`src/rtl/dcache_bus_pkg.sv`:
```
// dcache_bus_pkg
//   Shared definitions for the dcache line refill/writeback bus and its
//   SRAM bridge: bridge FSM states, line geometry and the line-address
//   field helper.
package dcache_bus_pkg;

    typedef enum logic [1:0] {
        ST_IDLE = 2'd0,
        ST_RD   = 2'd1,
        ST_WR   = 2'd2,
        ST_DONE = 2'd3
    } bus_state_t;

    localparam int unsigned LINE_WORDS = 4;
    localparam int unsigned WORD_BITS  = 32;
    localparam int unsigned LINE_BITS  = LINE_WORDS * WORD_BITS;

    // Line address field of a byte address (bits [31:4]); callers narrow
    // the result to the SRAM line-address width.
    function automatic logic [27:0] line_field(input logic [31:4] byte_addr_hi);
        return byte_addr_hi;
    endfunction

endpackage

```
`src/rtl/dcache_line_mem_bridge_timer.sv`:
```
// sram_word_timer
//   Cycle counter for one SRAM word access of ACCESS_CYCLES clocks.
//   Ports:
//     clk, rst   clock, asynchronous active-low reset
//     run        count while a word access is in progress; held at 0 otherwise
//     word_last  current cycle is the last cycle of the word
//     hold_nxt   the next cycle will be the last of its word (write hold
//                cycle); used to register sram_we_n one cycle ahead
module sram_word_timer #(
    parameter int unsigned ACCESS_CYCLES = 2
) (
    input  logic clk,
    input  logic rst,
    input  logic run,
    output logic word_last,
    output logic hold_nxt
);

    localparam int unsigned CW = (ACCESS_CYCLES > 1) ? $clog2(ACCESS_CYCLES) : 1;
    localparam logic [CW-1:0] LAST = CW'(ACCESS_CYCLES - 1);

    logic [CW-1:0] cyc;
    logic [CW-1:0] cyc_nxt;

    assign word_last = (cyc == LAST);

    always_comb begin
        cyc_nxt = '0;
        if (run && !word_last) begin
            cyc_nxt = cyc + 1'b1;
        end
    end

    assign hold_nxt = (cyc_nxt == LAST);

    always_ff @(posedge clk or negedge rst) begin
        if (!rst) begin
            cyc <= '0;
        end else begin
            cyc <= cyc_nxt;
        end
    end

endmodule

```
`src/rtl/dcache_line_mem_bridge.sv`:
```
// dcache_line_mem_bridge
//   Memory-side responder for the dcache line bus. Each 128-bit line read or
//   write is served as four ascending 32-bit accesses to an asynchronous
//   word SRAM. All SRAM pins are registered; the tri-state buffer for the
//   data bus lives above this block (sram_doe enables it).
//   Ports:
//     clk, rst                       clock, asynchronous active-low reset
//     cpu_ren/cpu_raddr              line read request (any nonzero ren)
//     dev_rrdy, dev_rvalid, dev_rdata read ready, completion pulse, line data
//     cpu_wen/cpu_waddr/cpu_wdata    line write request (any nonzero wen)
//     dev_wrdy                       write ready
//     sram_*                         word SRAM address/data/control pins
module dcache_line_mem_bridge
    import dcache_bus_pkg::*;
#(
    parameter int unsigned ACCESS_CYCLES = 2,
    parameter int unsigned SRAM_AW       = 20
) (
    input  logic                 clk,
    input  logic                 rst,
    input  logic [3:0]           cpu_ren,
    input  logic [31:0]          cpu_raddr,
    output logic                 dev_rrdy,
    output logic                 dev_rvalid,
    output logic [LINE_BITS-1:0] dev_rdata,
    input  logic [3:0]           cpu_wen,
    input  logic [31:0]          cpu_waddr,
    input  logic [LINE_BITS-1:0] cpu_wdata,
    output logic                 dev_wrdy,
    output logic [SRAM_AW-1:0]   sram_addr,
    input  logic [31:0]          sram_din,
    output logic [31:0]          sram_dout,
    output logic                 sram_doe,
    output logic                 sram_ce_n,
    output logic                 sram_oe_n,
    output logic                 sram_we_n,
    output logic [3:0]           sram_be_n
);

    localparam int unsigned LAW = SRAM_AW - 2;

    bus_state_t             state;
    logic                   pend_rd;
    logic [LAW-1:0]         pend_addr;
    logic [LAW-1:0]         line_addr;
    logic [1:0]             word_cnt;
    logic [1:0]             word_nxt;
    logic [LINE_BITS-1:0]   wdata_q;
    logic                   word_last;
    logic                   hold_nxt;
    logic [LAW-1:0]         rd_line;
    logic [LAW-1:0]         wr_line;
    logic                   unused_addr_lo;

    assign unused_addr_lo = ^{cpu_raddr[3:0], cpu_waddr[3:0]};

    assign rd_line  = LAW'(line_field(cpu_raddr[31:4]));
    assign wr_line  = LAW'(line_field(cpu_waddr[31:4]));
    assign word_nxt = word_cnt + 2'd1;

    assign dev_rrdy = (state == ST_IDLE) && !pend_rd;
    assign dev_wrdy = (state == ST_IDLE);

    sram_word_timer #(
        .ACCESS_CYCLES(ACCESS_CYCLES)
    ) u_timer (
        .clk      (clk),
        .rst      (rst),
        .run      ((state == ST_RD) || (state == ST_WR)),
        .word_last(word_last),
        .hold_nxt (hold_nxt)
    );

    always_ff @(posedge clk or negedge rst) begin
        if (!rst) begin
            state      <= ST_IDLE;
            pend_rd    <= 1'b0;
            pend_addr  <= '0;
            line_addr  <= '0;
            word_cnt   <= '0;
            wdata_q    <= '0;
            dev_rvalid <= 1'b0;
            dev_rdata  <= '0;
            sram_addr  <= '0;
            sram_dout  <= '0;
            sram_doe   <= 1'b0;
            sram_ce_n  <= 1'b1;
            sram_oe_n  <= 1'b1;
            sram_we_n  <= 1'b1;
            sram_be_n  <= '1;
        end else begin
            dev_rvalid <= 1'b0;
            unique case (state)
                ST_IDLE: begin
                    if (cpu_wen != '0) begin
                        // Write wins a same-cycle collision; the read is
                        // parked in the pending slot and run afterwards.
                        state     <= ST_WR;
                        line_addr <= wr_line;
                        wdata_q   <= cpu_wdata;
                        word_cnt  <= '0;
                        sram_addr <= {wr_line, 2'b00};
                        sram_dout <= cpu_wdata[31:0];
                        sram_doe  <= 1'b1;
                        sram_ce_n <= 1'b0;
                        sram_oe_n <= 1'b1;
                        sram_we_n <= hold_nxt;
                        sram_be_n <= '0;
                        if (cpu_ren != '0) begin
                            pend_rd   <= 1'b1;
                            pend_addr <= rd_line;
                        end
                    end else if ((cpu_ren != '0) && !pend_rd) begin
                        state     <= ST_RD;
                        line_addr <= rd_line;
                        word_cnt  <= '0;
                        sram_addr <= {rd_line, 2'b00};
                        sram_doe  <= 1'b0;
                        sram_ce_n <= 1'b0;
                        sram_oe_n <= 1'b0;
                        sram_we_n <= 1'b1;
                        sram_be_n <= '0;
                    end
                end
                ST_WR: begin
                    if (word_last && (word_cnt == 2'd3)) begin
                        sram_doe  <= 1'b0;
                        sram_we_n <= 1'b1;
                        if (pend_rd) begin
                            state     <= ST_RD;
                            pend_rd   <= 1'b0;
                            line_addr <= pend_addr;
                            word_cnt  <= '0;
                            sram_addr <= {pend_addr, 2'b00};
                            sram_ce_n <= 1'b0;
                            sram_oe_n <= 1'b0;
                            sram_be_n <= '0;
                        end else begin
                            state     <= ST_IDLE;
                            sram_ce_n <= 1'b1;
                            sram_oe_n <= 1'b1;
                            sram_be_n <= '1;
                        end
                    end else begin
                        if (word_last) begin
                            word_cnt  <= word_nxt;
                            sram_addr <= {line_addr, word_nxt};
                            sram_dout <= wdata_q[{word_nxt, 5'd0} +: 32];
                        end
                        sram_we_n <= hold_nxt;
                    end
                end
                ST_RD: begin
                    if (word_last) begin
                        dev_rdata[{word_cnt, 5'd0} +: 32] <= sram_din;
                        if (word_cnt == 2'd3) begin
                            state      <= ST_DONE;
                            dev_rvalid <= 1'b1;
                            sram_ce_n  <= 1'b1;
                            sram_oe_n  <= 1'b1;
                            sram_be_n  <= '1;
                        end else begin
                            word_cnt  <= word_nxt;
                            sram_addr <= {line_addr, word_nxt};
                        end
                    end
                end
                ST_DONE: begin
                    if (pend_rd) begin
                        state     <= ST_RD;
                        pend_rd   <= 1'b0;
                        line_addr <= pend_addr;
                        word_cnt  <= '0;
                        sram_addr <= {pend_addr, 2'b00};
                        sram_ce_n <= 1'b0;
                        sram_oe_n <= 1'b0;
                        sram_be_n <= '0;
                    end else begin
                        state <= ST_IDLE;
                    end
                end
                default: state <= ST_IDLE;
            endcase
        end
    end

endmodule

```
`config.mk`:
```
export PLATFORM = sky130hd
export DESIGN_NAME = dcache_line_mem_bridge
export DESIGN_NICKNAME = d
export VERILOG_FILES = /design/src/rtl/dcache_bus_pkg.sv /design/src/rtl/dcache_line_mem_bridge_timer.sv /design/src/rtl/dcache_line_mem_bridge.sv
export SDC_FILE = /design/constraint.sdc
export NUM_CORES = 1
export LEC_CHECK = 0
export CORE_UTILIZATION = 44
export CTS_CLUSTER_SIZE = 30
export DETAILED_ROUTE_END_ITERATION = 10
export PLACE_DENSITY = 0.83
export SLEW_MARGIN = 20
export SYNTH_ARGS = -nofsm -noshare
export SYNTH_HDL_FRONTEND = slang
export SYNTH_SLANG_ARGS = --single-unit
```
`constraint.sdc`:
```
create_clock -name clk -period 2.7 [get_ports clk]
set_clock_uncertainty 0.05 [all_clocks]
set_input_delay 0.54 -clock clk [delete_from_list [all_inputs] [get_ports clk]]
set_output_delay 0.54 -clock clk [all_outputs]
set_load 0.005 [all_outputs]
```
==> flow_summary.yaml, run 1 <==
synthesis:
  synthFlopType: "dfrtp_1"
  syn_inst: 1118
  yosysWarnings: 0
  synth_seq_cells: 355
  syn_avg_cell_area_sq_um: 13.8
  syn-num-nets: 1365
  synth_edf_count: 0
  seq_area_frac_synth_pct: 57.5
  ys_async_sr_fraction_pct: 100
  yosysUniqueCellTypes: 51
  synth_area_sq_um: 15400
grt:
  grt_usage_pct: 25.3
  grt_pass1_wl_mm: 70.7
  grt_antenna_before_repair: 3
  overflow: 0
  grt_max_degree: 88
  grt_pass1_vias: 12558
cts:
  post_cts_buffers: 0
  numCtsBuffers: 38
  clock_latency_ns: 0.53
  cts.sinks: 355
  clk_path_buf_depth: 3
  h-tree-depth: 2
  cts-root-buf: "clkbuf_16"
  cts_tree: "yes"
  clkTransAtPathRegs_ns: 0.06
sta:
  setup_violations: 0
  tightest_slew_ns: 0.773
  drv_slew: 0
  timing.max_slew.rel_slack_pct: 48.5
  finalWorstSetupSlack_ns: 0.0708
  fin_crit_sh_pct: 97.4
  rsz0062_at_grt: "no"
  max_freq_mhz: 380
  fin_crit_ns: 2.63
  finalHoldViolCount: 0
cells_and_area:
  nNetsFinal: 1771
  stdcell_area_sq_um: 21500
  final_cell_mix: "clkdlybuf4s50_1 (394), dfrtp_1 (350), mux2_2 (178)"
  layout-drive-gt1-share_pct: 23.6
  final_common_cell: "clkdlybuf4s50_1"
  area_growth_pct: 39.5
die:
  fp.coreArea_sq_um: 34500
  chipHeight_microns: 189
  die_area_sq_um: 35900
  start_util_pct: 44.7
  io_pins: 425
  die_x_microns: 189
  rows: 68
worst_setup_path:
  worstRegToRegCells: 7
  critPathCaptureType: "output port"
  critical_path_arrival_ns: 2.04
  critPathBufInv: 3
  start_kind: "flip-flop"
  critical-path-top-delay-family: "buffers and inverters"
  path_class: "flip-flop to output port"
  cp_max_fo: 8
  slowest_stage: "clkdlybuf4s50_1"
  rrSetupSlack_ns: 0.34
  worstReg2RegEnd: "dev_rdata[77]$_DFFE_PN0P_"
  critPathMaxStageDelay_ns: 0.55
  cp_cell_sequence: "inv_2 > ha_4 > buf_4 > clkdlybuf4s50_1"
  r2r-start: "state[1]$_DFFE_PN0P_"
  cp_data_required_time_ns: 2.11
pwr:
  ir_worst_vdd_mv: 0.779
  p_per_area_nw_per_um2: 1120
  finalPower_mw: 24.0
  p_leak_nw: 9.15
job:
  drv_cap: 0
route:
  avgRoutedWirePerCell_microns: 22.3
  postRouteAntennaNets: 0
  drt_iter0_markers: 659
  viasPerCell: 5.74
  vias: 11541
  dr.pass1.iters: 5
  wirelength_mm: 44.9
  route.detailed.drc: 0
place:
  gp_congestion: 0.846
  dp_hpwl_mm: 29.9
  place_ws_ns: -0.120
  placed_area_sq_um: 20200
  port_buffers: 396
worst_hold_path:
  holdPathStages: 2
  hold_path.class: "flip-flop to flip-flop"
  min_to: "dev_rdata[81]$_DFFE_PN0P_"
  hp-start: "dev_rdata[81]$_DFFE_PN0P_"
outcome:
  status: "finished, final reports clean"
area by class of cell:
class	instances	area [sq um]
timing repair buffer	455	4590
fill	2518	13000
multi-input combinational	660	6130
clock buffer	53	1100
tap	455	569
clock inverter	16	205
antenna	3	7.51
inverter	14	52.6
sequential	355	8890
synth_stat cells (3+ instances only):
master      n  share of area, %
buf_4      16              0.78
a32o_1      4              0.26
o21ai_1    17              0.55
nand3_1     9              0.29
a22o_1    122               6.9
mux2i_1    51               3.3
inv_1      14              0.34
nor2_1     58               1.4
nor2b_1     3              0.12
a21oi_1    57               1.8
a211o_1    17              0.96
dfrtp_1   352                57
a221oi_1   17              0.96
buf_2      26              0.84
o22ai_1     4              0.16
buf_1       4             0.097
dfstp_2     3              0.51
mux2_2    178                13
mux2_4     10              0.97
nand2_1    10              0.24
mux4_2     32               4.7
o21ai_0    24              0.78
ha_1       13               1.1
clkbuf_1   42               1.0
registers in the layout, summed over array words and instances, names as in the netlist, 2 cells and up, named ones only:
signal and flops:
pend_addr 18, word_cnt 2, wdata_q 128, line_addr 18
sram_addr 20, sram_dout 32, dev_rdata 128
logic make-up after synthesis:
logic type / share of synthesized area [%]
mux: 21.9
simple gates: 2.79
compound gates: 13.6
fa+ha+maj: 1.05
buf+inv: 3.15
flops: 57.5
per-stage QoR:
stage / hold WS, ns / TNS, ns / cells / util [%]
after floorplan: 0.194 / 0 / 1118 / -
after global placement: 0.414 / -0.952 / 1938 / 58.5
after detailed placement: 0.438 / -1.96 / 1938 / 58.5
after CTS: 0.450 / 0 / 2008 / 62.3
after global routing: 0.463 / 0 / 2011 / 62.4
final: 0.444 / 0 / 2011 / 62.4
metal layers:
layer,vias to the layer above,global-route usage [%],part of all wire (%)
met4,0,11.6,3.7
met2,530,43.4,51
met3,108,5.93,7.7
li1,5002,-,-
met5,-,0,0
met1,5901,30.0,38
power by group:
group / internal [mW] / switching, mW
sequential: 7.31 / 1.22
combinational: 5.67 / 4.42
clock: 3.24 / 2.16
worst min-delay path, cell delays in order (launching register included):
cell     delay [ns]
dfrtp_1        0.34
nand2_1        0.05
o21ai_0        0.07
what timing repair did:
item | CTS | global route
hold endpoints to repair | 12 | 0
hold buffers | 1 | 0
endpoints found under the setup margin | 2 | 1
gates resized for setup | 5 | 1
how the worst max path moves through the flow:
stage                                 start                         to  slack (ns)  cells past startpoint
finish                 state[1]$_DFFE_PN0P_                   dev_wrdy        0.07                      4
floorplan           word_cnt[0]$_DFFE_PN0P_  dev_rdata[64]$_DFFE_PN0P_        0.03                     10
global route           state[1]$_DFFE_PN0P_                   dev_wrdy        0.01                      4
detailed placement               cpu_wen[0]  pend_addr[11]$_DFFE_PN0P_       -0.12                      5
global placement                 cpu_wen[1]  pend_addr[14]$_DFFE_PN0P_       -0.05                      5
CTS                    state[1]$_DFFE_PN0P_                   dev_wrdy        0.01                      4
(Power assumes the default switching activity.)
==> inputs of run 2 (changes only) <==
--- a/config.mk
+++ b/config.mk
@@ -5,6 +5,8 @@
 export SDC_FILE = /design/constraint.sdc
 export NUM_CORES = 1
 export LEC_CHECK = 0
+export CAP_MARGIN = 20
+export CORE_MARGIN = 2
 export CORE_UTILIZATION = 44
 export CTS_CLUSTER_SIZE = 30
 export DETAILED_ROUTE_END_ITERATION = 10
==> flow_summary.yaml, run 2 (synthesis gave the netlist of run 1 again) <==
outcome:
  status: "finished, final reports clean"
cells_and_area:
  layout-drive-gt1-share_pct: 23.9
  instances_no_fill: 2018
  final_cell_mix: "clkdlybuf4s50_1 (395), dfrtp_1 (350), mux2_2 (178)"
  largest_registers: "dev_rdata: 128 flops, wdata_q: 128 flops, sram_dout: 32 flops"
  nNetsFinal: 1774
  fin_util_pct: 62.6
  num-fill-cells: 2517
  final_common_cell: "clkdlybuf4s50_1"
  regArea_sq_um: 8890
  multiInputGateArea_sq_um: 6130
  area_growth_pct: 40.1
  stdcell_area_sq_um: 21600
worst_setup_path:
  cp_cell_sequence: "inv_2 > ha_4 > inv_1 > nor2_1 > clkdlybuf4s50_1"
  slowest_stage: "clkdlybuf4s50_1"
  cp_max_fo: 7
  cp_data_required_time_ns: 2.11
  start_kind: "flip-flop"
  r2r-start: "state[1]$_DFFE_PN0P_"
  critPathMaxStageDelay_ns: 0.55
  critical_path_arrival_ns: 2.00
  critPathBufInv: 3
  critical-path-top-delay-family: "buffers and inverters"
  critPathCaptureType: "output port"
  path_class: "flip-flop to output port"
route:
  avgRoutedWirePerCell_microns: 21.6
  drt_iter0_markers: 529
  wirelength_mm: 43.6
  dr.pass1.iters: 5
  postRouteAntennaNets: 0
  route.detailed.drc: 0
  viasPerCell: 5.71
  vias: 11522
sta:
  timing.max_slew.rel_slack_pct: 28.1
  finalWorstSetupSlack_ns: 0.105
  fin_crit_sh_pct: 96.1
  fin_crit_ns: 2.59
  tightest_slew_ns: 1.08
  setup_violations: 0
  finalHoldViolCount: 0
  drv_slew: 0
  rsz0062_at_grt: "no"
  max_freq_mhz: 385
place:
  gp_congestion: 0.824
  dp_hpwl_mm: 30.1
  placed_area_sq_um: 20200
  port_buffers: 396
  dpl.cell_count: 1937
  place_ws_ns: -0.0436
cts:
  h-tree-depth: 2
  clkTransAtPathRegs_ns: 0.06
  cts-root-buf: "clkbuf_16"
  cts.sinks: 355
  clock_latency_ns: 0.53
  numCtsBuffers: 39
  cts_tree: "yes"
  clk_path_buf_depth: 3
worst_hold_path:
  hp-start: "dev_rdata[57]$_DFFE_PN0P_"
  hold_path.class: "flip-flop to flip-flop"
grt:
  grt_pass1_vias: 12300
  grt_max_degree: 102
  grt_usage_pct: 23.5
  grt_pass1_wl_mm: 68.0
  overflow: 0
  grt_antenna_before_repair: 5
pwr:
  p_leak_nw: 9.16
  finalPower_mw: 24.1
  p_per_area_nw_per_um2: 1110
  ir_worst_vdd_mv: 0.674
die:
  io_pins: 425
  start_util_pct: 44.7
  die_x_microns: 191
  fp.coreArea_sq_um: 34500
  rows: 68
  chipHeight_microns: 191
  die_area_sq_um: 36600
job:
  drv_cap: 0
## run 2: cell types whose count changed in the layout (fill, tap and decap cells not counted), sizes merged
cell / change
clkinvlp: +6
diode: +2
dlygate4sd2: -1
clkinv: -4
clkbuf: +2
clkdlybuf4s50: +1
buf: +2
inv: -1
## run 2: through the flow
step / hold WS (ns) / setup TNS [ns]
after CTS: 0.445 / 0
after floorplan: 0.194 / 0
after detailed placement: 0.424 / -0.689
after global routing: 0.465 / 0
final: 0.441 / 0
after global placement: 0.420 / -0.737
## run 2: area by class of cell
type	count	share of cell area, %
clock inverters	17	1.01
multi-input cells	660	28.3
repair buffers	457	21.3
inverters	14	0.243
clock buffers	55	5.30
diodes	5	0.0578
well taps	455	2.63
flip-flops and latches	355	41.1
## run 2: path summary, 6_finish.rpt
check                           cells after the start                   endpoint  slack (ns)
min in group asynchronous                           2  dev_rdata[43]$_DFFE_PN0P_        0.46
worst min register to register                      1  dev_rdata[57]$_DFFE_PN0P_        0.44
worst max-delay path                                5                   dev_rrdy        0.11
max in group asynchronous                           3     wdata_q[1]$_DFFE_PN0P_        1.22
worst min-delay path                                1  dev_rdata[57]$_DFFE_PN0P_        0.44
worst max register to register                      8  dev_rdata[83]$_DFFE_PN0P_        0.31
## run 2: per-layer routing
metal	track usage [%]	wire (microns)
met5	0	0
met4	9.44	1640
met3	6.11	3750
met2	39.5	21300
met1	29.0	16900
## run 2: repair_timing
action	in CTS	in global routing
gates resized for setup	4	1
buffers inserted	1	2
pin swaps	0	0
hold buffers	1	0
endpoints found under the setup margin	2	1
hold endpoints to repair	46	0
cloned	0	0
## run 2: power breakdown
group	internal, mW	leakage, nW	switching [mW]
logic	5.70	4.11	4.35
clock network	3.37	0.649	2.18
registers	7.31	4.41	1.21
total	16.4	9.16	7.74
## run 2: worst register-to-register path: cells and delay by family, from the launching register on
| family | cells | cell delay, ns |
|---|---|---|
| buffers and inverters | 3 | 0.46 |
| AO/OA/AOI/OAI | 1 | 0.18 |
| adder cells (fa/ha/maj) | 1 | 0.37 |
| AND/OR/NAND/NOR | 3 | 0.81 |
| flip-flops | 1 | 0.46 |
==> inputs of run 3 (changes only) <==
--- a/config.mk
+++ b/config.mk
@@ -7,10 +7,10 @@
 export LEC_CHECK = 0
 export CAP_MARGIN = 20
 export CORE_MARGIN = 2
-export CORE_UTILIZATION = 44
+export CORE_UTILIZATION = 40
 export CTS_CLUSTER_SIZE = 30
 export DETAILED_ROUTE_END_ITERATION = 10
-export PLACE_DENSITY = 0.83
+export PLACE_DENSITY = 0.77
 export SLEW_MARGIN = 20
 export SYNTH_ARGS = -nofsm -noshare
 export SYNTH_HDL_FRONTEND = slang
==> flow_summary.yaml, run 3 (synthesis gave the netlist of run 1 again) <==
outcome:
  status: "finished, final reports clean"
sta:
  tightest_slew_ns: 1.09
  fin_crit_ns: 2.52
  holdWs_ns: 0.436
  setup_violations: 0
  fin_crit_sh_pct: 93.5
  timing.max_slew.rel_slack_pct: 27.4
  max_freq_mhz: 396
  drv_slew: 0
  rsz0062_at_grt: "no"
  finalHoldViolCount: 0
  fin_setup_tns_ns: 0
cts:
  clock_latency_ns: 0.56
  cts_tree: "yes"
  numCtsBuffers: 39
  clkTransAtPathRegs_ns: 0.06
  cts-root-buf: "clkbuf_16"
  clk_path_buf_depth: 3
  cts.sinks: 355
  h-tree-depth: 2
cells_and_area:
  num-fill-cells: 3076
  regArea_sq_um: 8890
  multiInputGateArea_sq_um: 6130
  largest_registers: "dev_rdata: 128 flops, wdata_q: 128 flops, sram_dout: 32 flops"
  final_cell_mix: "clkdlybuf4s50_1 (394), dfrtp_1 (350), mux2_2 (178)"
  final_common_cell: "clkdlybuf4s50_1"
  area_growth_pct: 39.7
  nNetsFinal: 1771
  layout-drive-gt1-share_pct: 23.3
die:
  io_pins: 425
  die_x_microns: 201
  start_util_pct: 40.8
  fp.coreArea_sq_um: 37800
  rows: 71
  die_area_sq_um: 40200
  chipHeight_microns: 201
route:
  drt_iter0_markers: 544
  postRouteAntennaNets: 0
  route.detailed.drc: 0
  dr.pass1.iters: 5
  avgRoutedWirePerCell_microns: 21.3
  wirelength_mm: 44.1
  viasPerCell: 5.48
  vias: 11321
worst_setup_path:
  critical_path_arrival_ns: 1.93
  r2r-start: "state[1]$_DFFE_PN0P_"
  critical-path-top-delay-family: "buffers and inverters"
  cp_cell_sequence: "inv_2 > ha_4 > clkdlybuf4s50_1"
  crit_cells: 3
  path_class: "flip-flop to output port"
  rrSetupSlack_ns: 0.38
  worstReg2RegEnd: "dev_rdata[95]$_DFFE_PN0P_"
  critPathBufInv: 2
  critPathCaptureType: "output port"
  cp_data_required_time_ns: 2.11
  worstRegToRegCells: 7
  slowest_stage: "clkdlybuf4s50_1"
  critPathMaxStageDelay_ns: 0.58
  cp_max_fo: 7
  crit_end: "dev_wrdy"
  start_kind: "flip-flop"
place:
  gp_congestion: 0.824
  dp_hpwl_mm: 30.4
  port_buffers: 396
pwr:
  p_per_area_nw_per_um2: 1100
  ir_worst_vdd_mv: 0.734
  finalPower_mw: 23.7
  p_leak_nw: 9.13
grt:
  grt_antenna_before_repair: 4
  overflow: 0
  grt_pass1_vias: 12045
  grt_usage_pct: 21.9
  grt_pass1_wl_mm: 69.6
  grt_max_degree: 73
worst_hold_path:
  hold_path.class: "flip-flop to flip-flop"
job:
  drv_cap: 0
-- run 3: changes by cell type in the layout (fill, tap and decap cells not counted) --
cell / change
buf_12: +2
buf_4: -5
bufinv_16: -3
clkbuf_1: +3
clkbuf_8: -3
clkdlybuf4s50_1: -1
clkinv_2: +2
clkinv_4: +1
clkinv_8: +1
clkinvlp_4: -5
diode_2: -1
dlygate4sd2_1: +1
-- run 3: worst reg2reg max path, cell delays in order (launching register included) --
cell and delay, ns:
dfrtp_2 0.46, inv_2 0.14, ha_1 0.36, nand3_1 0.15
or4_1 0.52, nor2_2 0.17, buf_12 0.21, a22o_1 0.20
-- run 3: area by class of cell --
class,count,area share [%]
flip-flops and latches,355,41.2
clock inverters,13,0.580
inverters,14,0.243
well taps,511,2.96
diodes,4,0.0464
multi-input cells,660,28.4
repair buffers,454,21.4
clock buffers,55,5.18
-- run 3: through the flow --
stage	util (%)	std cells	area (sq um)	worst slack (ns)
global route	57.0	2066	21600	0.0672
CTS	57.0	2062	21600	0.132
floorplan	-	1118	15400	0.0335
global placement	53.7	1993	20300	-0.0821
detailed placement	53.7	1993	20300	-0.124
finish	57.0	2066	21600	0.176
-- run 3: what timing repair did --
| action | in CTS | in global routing |
|---|---|---|
| setup endpoints to repair | 2 | 0 |
| buffers inserted | 0 | 0 |
| hold buffers | 1 | 0 |
| hold endpoints to repair | 58 | 0 |
| resized for setup | 6 | 0 |
-- run 3: worst min path at each step --
stage	end	from	slack [ns]	cells past startpoint
final	dev_rdata[81]$_DFFE_PN0P_	dev_rdata[81]$_DFFE_PN0P_	0.44	2
after global routing	dev_rdata[49]$_DFFE_PN0P_	dev_rdata[49]$_DFFE_PN0P_	0.45	1
after floorplan	asynchronous set/reset pin	rst	0.19	0
after CTS	dev_rdata[81]$_DFFE_PN0P_	dev_rdata[81]$_DFFE_PN0P_	0.44	2
after global placement	dev_rdata[89]$_DFFE_PN0P_	dev_rdata[89]$_DFFE_PN0P_	0.42	2
after detailed placement	dev_rdata[81]$_DFFE_PN0P_	dev_rdata[81]$_DFFE_PN0P_	0.43	2
-- run 3: metal layers --
layer / GRT usage, % / vias to the layer above / wire length (microns)
met5: 0 / - / 0
met1: 26.5 / 5749 / 17300
met2: 37.0 / 485 / 21600
li1: - / 5002 / -
met4: 9.13 / 0 / 1560
met3: 5.97 / 85 / 3650
-- run 3: where the power goes --
group	total, mW	switching [mW]	leakage, nW	internal (mW)
combinational	10.1	4.34	4.11	5.74
sequential	8.48	1.17	4.41	7.31
clock	5.17	2.17	0.607	3.00
